--- config.mk ---
export PLATFORM = sky130hd
export DESIGN_NAME = mips_mem_responder
export DESIGN_NICKNAME = d
export VERILOG_FILES = /design/src/rtl/mips_mem_pkg.sv /design/src/rtl/mips_mem_addr_check.sv /design/src/rtl/mips_mem_responder.sv
export SDC_FILE = /design/constraint.sdc
export NUM_CORES = 1
export LEC_CHECK = 0
export ABC_AREA = 1
export BUFFER_PORTS_ARGS = -buffer_cell sky130_fd_sc_hd__buf_4
export CAP_MARGIN = 5
export CORE_MARGIN = 2
export CORE_UTILIZATION = 40
export CTS_CLUSTER_DIAMETER = 30
export CTS_CLUSTER_SIZE = 24
export DETAILED_ROUTE_END_ITERATION = 16
export GPL_TIMING_DRIVEN = 0
export PLACE_DENSITY_LB_ADDON = 0.25
export SYNTH_ARGS = -nofsm -noshare
export SYNTH_HDL_FRONTEND = slang
export SYNTH_SLANG_ARGS = --single-unit
--- constraint.sdc ---
create_clock -name clk -period 2.27 [get_ports clk]
set_clock_uncertainty 0.2 [all_clocks]
set_input_delay 0.1135 -clock clk [delete_from_list [all_inputs] [get_ports clk]]
set_output_delay 0.1135 -clock clk [all_outputs]
set_load 0.01 [all_outputs]
--- src/rtl/mips_mem_pkg.sv ---
// Shared types and constants for the multi-cycle MIPS memory responder.
package mips_mem_pkg;

  typedef enum logic [1:0] {
    IDLE   = 2'd0,
    ACCESS = 2'd1,
    RESP   = 2'd2,
    ERR    = 2'd3
  } mem_state_e;

  localparam logic [31:0] DEF_ROM_BASE = 32'h0040_0000;
  localparam logic [31:0] DEF_RAM_BASE = 32'h1001_0000;

  localparam logic RAM_SEL = 1'b1;
  localparam logic ROM_SEL = 1'b0;

  // An offset lies inside a window of 2^aw words when no bit above the word index is set.
  function automatic logic in_window(input logic [31:0] offset, input int unsigned aw);
    return ((offset >> (aw + 32'd2)) == 32'd0);
  endfunction

endpackage

--- src/rtl/mips_mem_addr_check.sv ---
// Combinational legality check and byte-to-word translation of an incoming request.
module mips_mem_addr_check
  import mips_mem_pkg::*;
#(
  parameter int unsigned ROM_AW   = 8,
  parameter int unsigned RAM_AW   = 8,
  parameter logic [31:0] ROM_BASE = DEF_ROM_BASE,
  parameter logic [31:0] RAM_BASE = DEF_RAM_BASE
) (
  input  logic [31:0]       Address,
  input  logic              Ram_Rom,
  input  logic              read,
  input  logic              write,
  output logic              legal,
  output logic [ROM_AW-1:0] rom_idx,
  output logic [RAM_AW-1:0] ram_idx
);

  logic [31:0] rom_off_s;
  logic [31:0] ram_off_s;
  logic        in_range_s;

  assign rom_off_s = Address - ROM_BASE;
  assign ram_off_s = Address - RAM_BASE;
  assign rom_idx   = rom_off_s[ROM_AW+1:2];
  assign ram_idx   = ram_off_s[RAM_AW+1:2];

  // Range check against the selected window; addresses below a base wrap high and fail.
  always_comb begin
    in_range_s = 1'b0;
    if (Ram_Rom == RAM_SEL) begin
      in_range_s = in_window(ram_off_s, RAM_AW);
    end else begin
      in_range_s = in_window(rom_off_s, ROM_AW);
    end
    legal = (read ^ write) && (Address[1:0] == 2'b00) && in_range_s &&
            !(write && (Ram_Rom == ROM_SEL));
  end

endmodule

--- src/rtl/mips_mem_responder.sv ---
// Single-outstanding memory responder: wait-stated ROM/RAM access with MemReady/MemError completion.
module mips_mem_responder
  import mips_mem_pkg::*;
#(
  parameter int unsigned DATA_WIDTH  = 32,
  parameter int unsigned ROM_AW      = 8,
  parameter int unsigned RAM_AW      = 8,
  parameter int unsigned WAIT_STATES = 1,
  parameter logic [31:0] ROM_BASE    = DEF_ROM_BASE,
  parameter logic [31:0] RAM_BASE    = DEF_RAM_BASE
) (
  input  logic                  clk,
  input  logic                  reset,
  input  logic [31:0]           Address,
  input  logic [DATA_WIDTH-1:0] WriteData,
  input  logic                  MemRead,
  input  logic                  MemWrite,
  input  logic                  Ram_Rom,
  output logic [DATA_WIDTH-1:0] ReadData,
  output logic                  MemReady,
  output logic                  MemError,
  output logic                  Busy,
  output logic [ROM_AW-1:0]     rom_addr,
  input  logic [DATA_WIDTH-1:0] rom_data,
  output logic [RAM_AW-1:0]     ram_addr,
  output logic [DATA_WIDTH-1:0] ram_wdata,
  output logic                  ram_we,
  input  logic [DATA_WIDTH-1:0] ram_rdata
);

  localparam logic [3:0] WAIT_LOAD = 4'(WAIT_STATES);

  mem_state_e            state_r;
  mem_state_e            state_next_s;
  logic [3:0]            wait_cnt_r;
  logic                  is_write_r;
  logic                  sel_r;
  logic [DATA_WIDTH-1:0] wdata_r;
  logic [DATA_WIDTH-1:0] read_data_r;
  logic [ROM_AW-1:0]     rom_addr_r;
  logic [RAM_AW-1:0]     ram_addr_r;
  logic                  mem_ready_r;
  logic                  mem_error_r;
  logic                  busy_r;
  logic                  req_s;
  logic                  legal_s;
  logic                  final_s;
  logic [ROM_AW-1:0]     rom_idx_s;
  logic [RAM_AW-1:0]     ram_idx_s;

  assign req_s   = MemRead | MemWrite;
  assign final_s = (state_r == ACCESS) && (wait_cnt_r == 4'd0);

  mips_mem_addr_check #(
    .ROM_AW   (ROM_AW),
    .RAM_AW   (RAM_AW),
    .ROM_BASE (ROM_BASE),
    .RAM_BASE (RAM_BASE)
  ) u_addr_check (
    .Address (Address),
    .Ram_Rom (Ram_Rom),
    .read    (MemRead),
    .write   (MemWrite),
    .legal   (legal_s),
    .rom_idx (rom_idx_s),
    .ram_idx (ram_idx_s)
  );

  // Next-state decode.
  always_comb begin
    state_next_s = state_r;
    case (state_r)
      IDLE: begin
        if (req_s) begin
          state_next_s = legal_s ? ACCESS : ERR;
        end else begin
          state_next_s = IDLE;
        end
      end
      ACCESS: begin
        if (wait_cnt_r == 4'd0) begin
          state_next_s = RESP;
        end else begin
          state_next_s = ACCESS;
        end
      end
      RESP:    state_next_s = IDLE;
      ERR:     state_next_s = IDLE;
      default: state_next_s = IDLE;
    endcase
  end

  // State and completion flags; flags are registered from the next state so they align with RESP/ERR.
  always_ff @(posedge clk or negedge reset) begin
    if (!reset) begin
      state_r     <= IDLE;
      mem_ready_r <= 1'b0;
      mem_error_r <= 1'b0;
      busy_r      <= 1'b0;
    end else begin
      state_r     <= state_next_s;
      mem_ready_r <= (state_next_s == RESP) || (state_next_s == ERR);
      mem_error_r <= (state_next_s == ERR);
      busy_r      <= (state_next_s != IDLE);
    end
  end

  // Request latches, wait counter and load-data capture.
  always_ff @(posedge clk or negedge reset) begin
    if (!reset) begin
      wait_cnt_r  <= 4'd0;
      is_write_r  <= 1'b0;
      sel_r       <= ROM_SEL;
      wdata_r     <= '0;
      read_data_r <= '0;
      rom_addr_r  <= '0;
      ram_addr_r  <= '0;
    end else begin
      case (state_r)
        IDLE: begin
          if (req_s) begin
            wait_cnt_r <= WAIT_LOAD;
            is_write_r <= MemWrite;
            sel_r      <= Ram_Rom;
            wdata_r    <= WriteData;
            // Word indices only move for legal accesses so they hold through error responses.
            if (legal_s && (Ram_Rom == RAM_SEL)) begin
              ram_addr_r <= ram_idx_s;
            end
            if (legal_s && (Ram_Rom == ROM_SEL)) begin
              rom_addr_r <= rom_idx_s;
            end
          end
        end
        ACCESS: begin
          if (wait_cnt_r != 4'd0) begin
            wait_cnt_r <= wait_cnt_r - 4'd1;
          end else if (!is_write_r) begin
            read_data_r <= (sel_r == RAM_SEL) ? ram_rdata : rom_data;
          end
        end
        default: begin
        end
      endcase
    end
  end

  assign ram_we    = final_s && is_write_r && (sel_r == RAM_SEL);
  assign ram_wdata = wdata_r;
  assign ram_addr  = ram_addr_r;
  assign rom_addr  = rom_addr_r;
  assign ReadData  = read_data_r;
  assign MemReady  = mem_ready_r;
  assign MemError  = mem_error_r;
  assign Busy      = busy_r;

endmodule

==> summary.txt <==
Clocking
  – Worst-case clock buffer depth: 2
  – CTS tree: yes
  – Worst-skew pair later-pin latency: 0.35 ns
  – CTS root buf: clkbuf_8
  – TritonCTS Buffers: 9
  – Clock-pin slew on the worst setup and hold paths: approximately 0.09 ns
  – H-tree lvl count: 3
  – Sink Count: 91

Global route
  – Initial antenna violation count: 0
  – Most Crowded Layer GR: met2
  – Largest net degree at the start of global routing: 92
  – Vias in the first global route: 4839
  – Total Routing Usage GR: 25.8%
  – First-pass GRT wire length: 23000 µm
  – GR Layer Usage met3: under 10%
  – Met2 Use GR: between 40 and 50%
  – Met1 GRT Util: a little under a third
  – Total gr overflow: 0

STA
  – Hold Slack: 0.0627 ns
  – Fmax: 0.494 GHz
  – Slew Limit Fails: 0
  – Final Cycle Share: between 80% and 90%
  – Final hold vios: 0
  – Setup TNS: 0 ns
  – Relative slew slack: 24.1%
  – Final WS setup: about 0.25 ns
  – Final setup vio count: 0
  – Measured slew at the worst slew-check pin: approximately 1.1 ns
  – Final min period: 2.02 ns
  – RSZ-0062 raised after global routing: no

Logic synthesis
  – Post-Syn Area per Cell: 8.18 µm²
  – Unique cell type count in the Yosys netlist: 29
  – Compound-Gate Fraction of Synth Area: 7.20%
  – Async S/R FF share, synth: 100%
  – Post-Synth Adder-Cell Area: 0.618%
  – Number of synthesized flops with an enable pin: 0
  – #FFs+latches synth: just over 90
  – Cells after Synth: 495
  – Cell taking the most area after synthesis: dfrtp_1
  – Largest family of logic cells by synthesized area: simple AND/OR/NAND/NOR gates
  – Post-synthesis xor/xnor area fraction: 0.216%
  – Seq/Total Area, Yosys: between 50% and 60%
  – Post-synthesis mux area share: 0%
  – Top cell type's share of synthesized area: 56.2%
  – Synth Net Count: 630
  – Ys Warns: 0
  – Synth Flop Type: dfrtp_1
  – Syn Std Cell Area: 4050 µm²
  – Synth area leaders: dfrtp_1 56%, nand2_1 20%, nor2_1 5.7%
  – Simple-gate share of the synthesized area: 31.0%

Placement
  – HPWL Detailed: 8690 µm
  – Cells after DPL: 844
  – # port buffers: 216
  – DP Area: 5840 µm²
  – DP Worst Slack: 0.135 ns
  – Routability Congestion: 0.866

Die
  – Die width: 105 µm
  – Top Ports: 217
  – Starting Density: around 40%
  – Num rows: 36
  – Total core area: 9820 µm²
  – DIE AREA: 10900 µm²
  – Die H: between 100 and 150 µm

Outcome
  – Status: finished clean

Setup path
  – Max incr delay on CP: 0.43 ns
  – Crit path capture type: output pin
  – Critical-path maximum fanout: 10
  – Crit-path cells: clkbuf_1 -> clkbuf_1 -> nand2_1 -> nor2_1 -> buf_4
  – Worst setup SP type: flop
  – Slowest-stage cell, CP: clkbuf_1
  – Critical path class: reg -> out
  – Most frequent CP cell: clkbuf_1
  – Worst Path Arrival: 1.71 ns
  – Req. time, crit path: 1.96 ns

Final layout
  – Final instance area: 7270 µm²
  – Net count, final: about 980
  – Final Util: 74.1%
  – Share of layout cells above drive strength 1: 30.5%
  – Layout area overhead: 79.6%
  – Final std cells w/o fill: about 1000
  – Diode count: 0

Worst hold path
  – HP Class: in -> reg

Routing
  – Post-Route WL: 14300 µm
  – Wire per inst: 14.7 µm
  – Via-per-instance ratio: around 5
  – Remaining DRCs: 0
  – Total number of vias: 4761
  – First DRT Iteration DRCs: roughly 270
  – Detail Route Antenna Nets: 0
  – TritonRoute pass-1 iters: 7

Power and ir drop
  – Tot Pwr: about 7.5 mW
  – Peak VDD IR: 578 µV
  – LEAKAGE: ~3.7 nW
  – Pwr Density: roughly 1000 nW/µm²

Run
  – Max_cap viols: 0
[final timing paths]
path | start | endpoint | slack (ns) | cells past startpoint
min reg2reg | ram_wdata[16]$_DFFE_PN0P_ | ram_wdata[16]$_DFFE_PN0P_ | 0.28 | 2
max | sel_r$_DFFE_PN0P_ | ram_we | 0.25 | 5
max in group asynchronous | reset | ram_wdata[31]$_DFFE_PN0P_ | 0.82 | 2
max reg2reg | wait_cnt_r[0]$_DFFE_PN0P_ | ReadData[20]$_DFFE_PN0P_ | 0.26 | 8
min | Address[0] | ram_addr[4]$_DFFE_PN0P_ | 0.06 | 6
min in group asynchronous | reset | ReadData[23]$_DFFE_PN0P_ | 0.32 | 2
[logic make-up (layout without fill, tap and decap cells)]
| logic type | after synthesis | after routing |
|---|---|---|
| AOI/OAI and AO/OA | 45 | 45 |
| xor gates and xnor gates | 1 | 1 |
| adders and majority gates | 2 | 2 |
| buffers and inverters | 47 | 397 |
| DFF | 91 | 91 |
| and+or+nand+nor | 309 | 310 |
[report_power, final]
group          switching (mW)  total, mW  internal (mW)
sequential              0.422       2.74           2.32
combinational            1.84       3.45           1.61
clock                   0.560       1.32          0.759
total                    2.83       7.51           4.69
[repair_timing]
item                       CTS  global route
hold endpoints to repair   176             0
setup endpoints to repair    0            33
buffers inserted             0             4
resized for setup            0             5
hold buffers               114             0
[sequential cells by signal, indices dropped and copies added, names as in the netlist]
name and count:
is_write_r 1, rom_addr 8, MemError 1, state_r 2, ReadData 32, Busy 1
ram_wdata 32, wait_cnt_r 4, MemReady 1, ram_addr 8, sel_r 1
[metal layers]
metal / routed length, µm / up-vias / share of wire (%)
met5: 0 / - / 0
met4: 426 / 0 / 3.0
met3: 1000 / 36 / 7.0
met2: 7230 / 237 / 50
met1: 5690 / 2222 / 40
li1: - / 2266 / -
[cells in the final DEF, fill, tap and decap left out, types with 2 or more instances in the layout]
cell | Yosys | final
inv_1 | 24 | 24
buf_2 | 7 | 5
inv_2 | 2 | 2
buf_4 | 0 | 220
nor2_4 | 2 | 3
nand4_1 | 9 | 9
clkbuf_8 | 0 | 10
o21ai_1 | 2 | 2
nand2_1 | 216 | 215
clkinv_2 | 0 | 2
nor2_2 | 3 | 3
nor2_1 | 61 | 61
a21oi_1 | 4 | 4
buf_1 | 2 | 2
o21ai_0 | 3 | 3
nand3_1 | 12 | 12
bufinv_16 | 0 | 3
a31oi_1 | 32 | 32
nand2_2 | 1 | 2
clkbuf_1 | 11 | 12
dfrtp_1 | 91 | 91
dlygate4sd3_1 | 0 | 114
clkbuf_4 | 0 | 2
ha_1 | 2 | 2
[synth_stat cells, types with 2 or more instances]
master,count
inv_1,24
buf_2,7
o21ai_1,2
o21ai_0,3
dfrtp_1,91
nand3_1,12
a31oi_1,32
ha_1,2
nor2_1,61
nand2_1,216
nor2_4,2
a21oi_1,4
buf_1,2
nand4_1,9
clkbuf_1,11
nor2_2,3
inv_2,2
[final cells by class]
cell class,count,area (µm²)
multi-input combinational,358,1600
fill,683,2550
sequential,91,2280
tap,133,166
timing repair buffer,334,2790
inverter,26,97.6
buffer,21,100
clock buffer,11,141
clock inverter,5,100
[worst max-delay path: cells and delay by family (launching register included)]
family | cells | cell delay (ns)
flops | 1 | 0.32
simple gates | 2 | 0.20
buf+inv | 3 | 0.84
No activity file was read; power rests on OpenSTA's default activity.
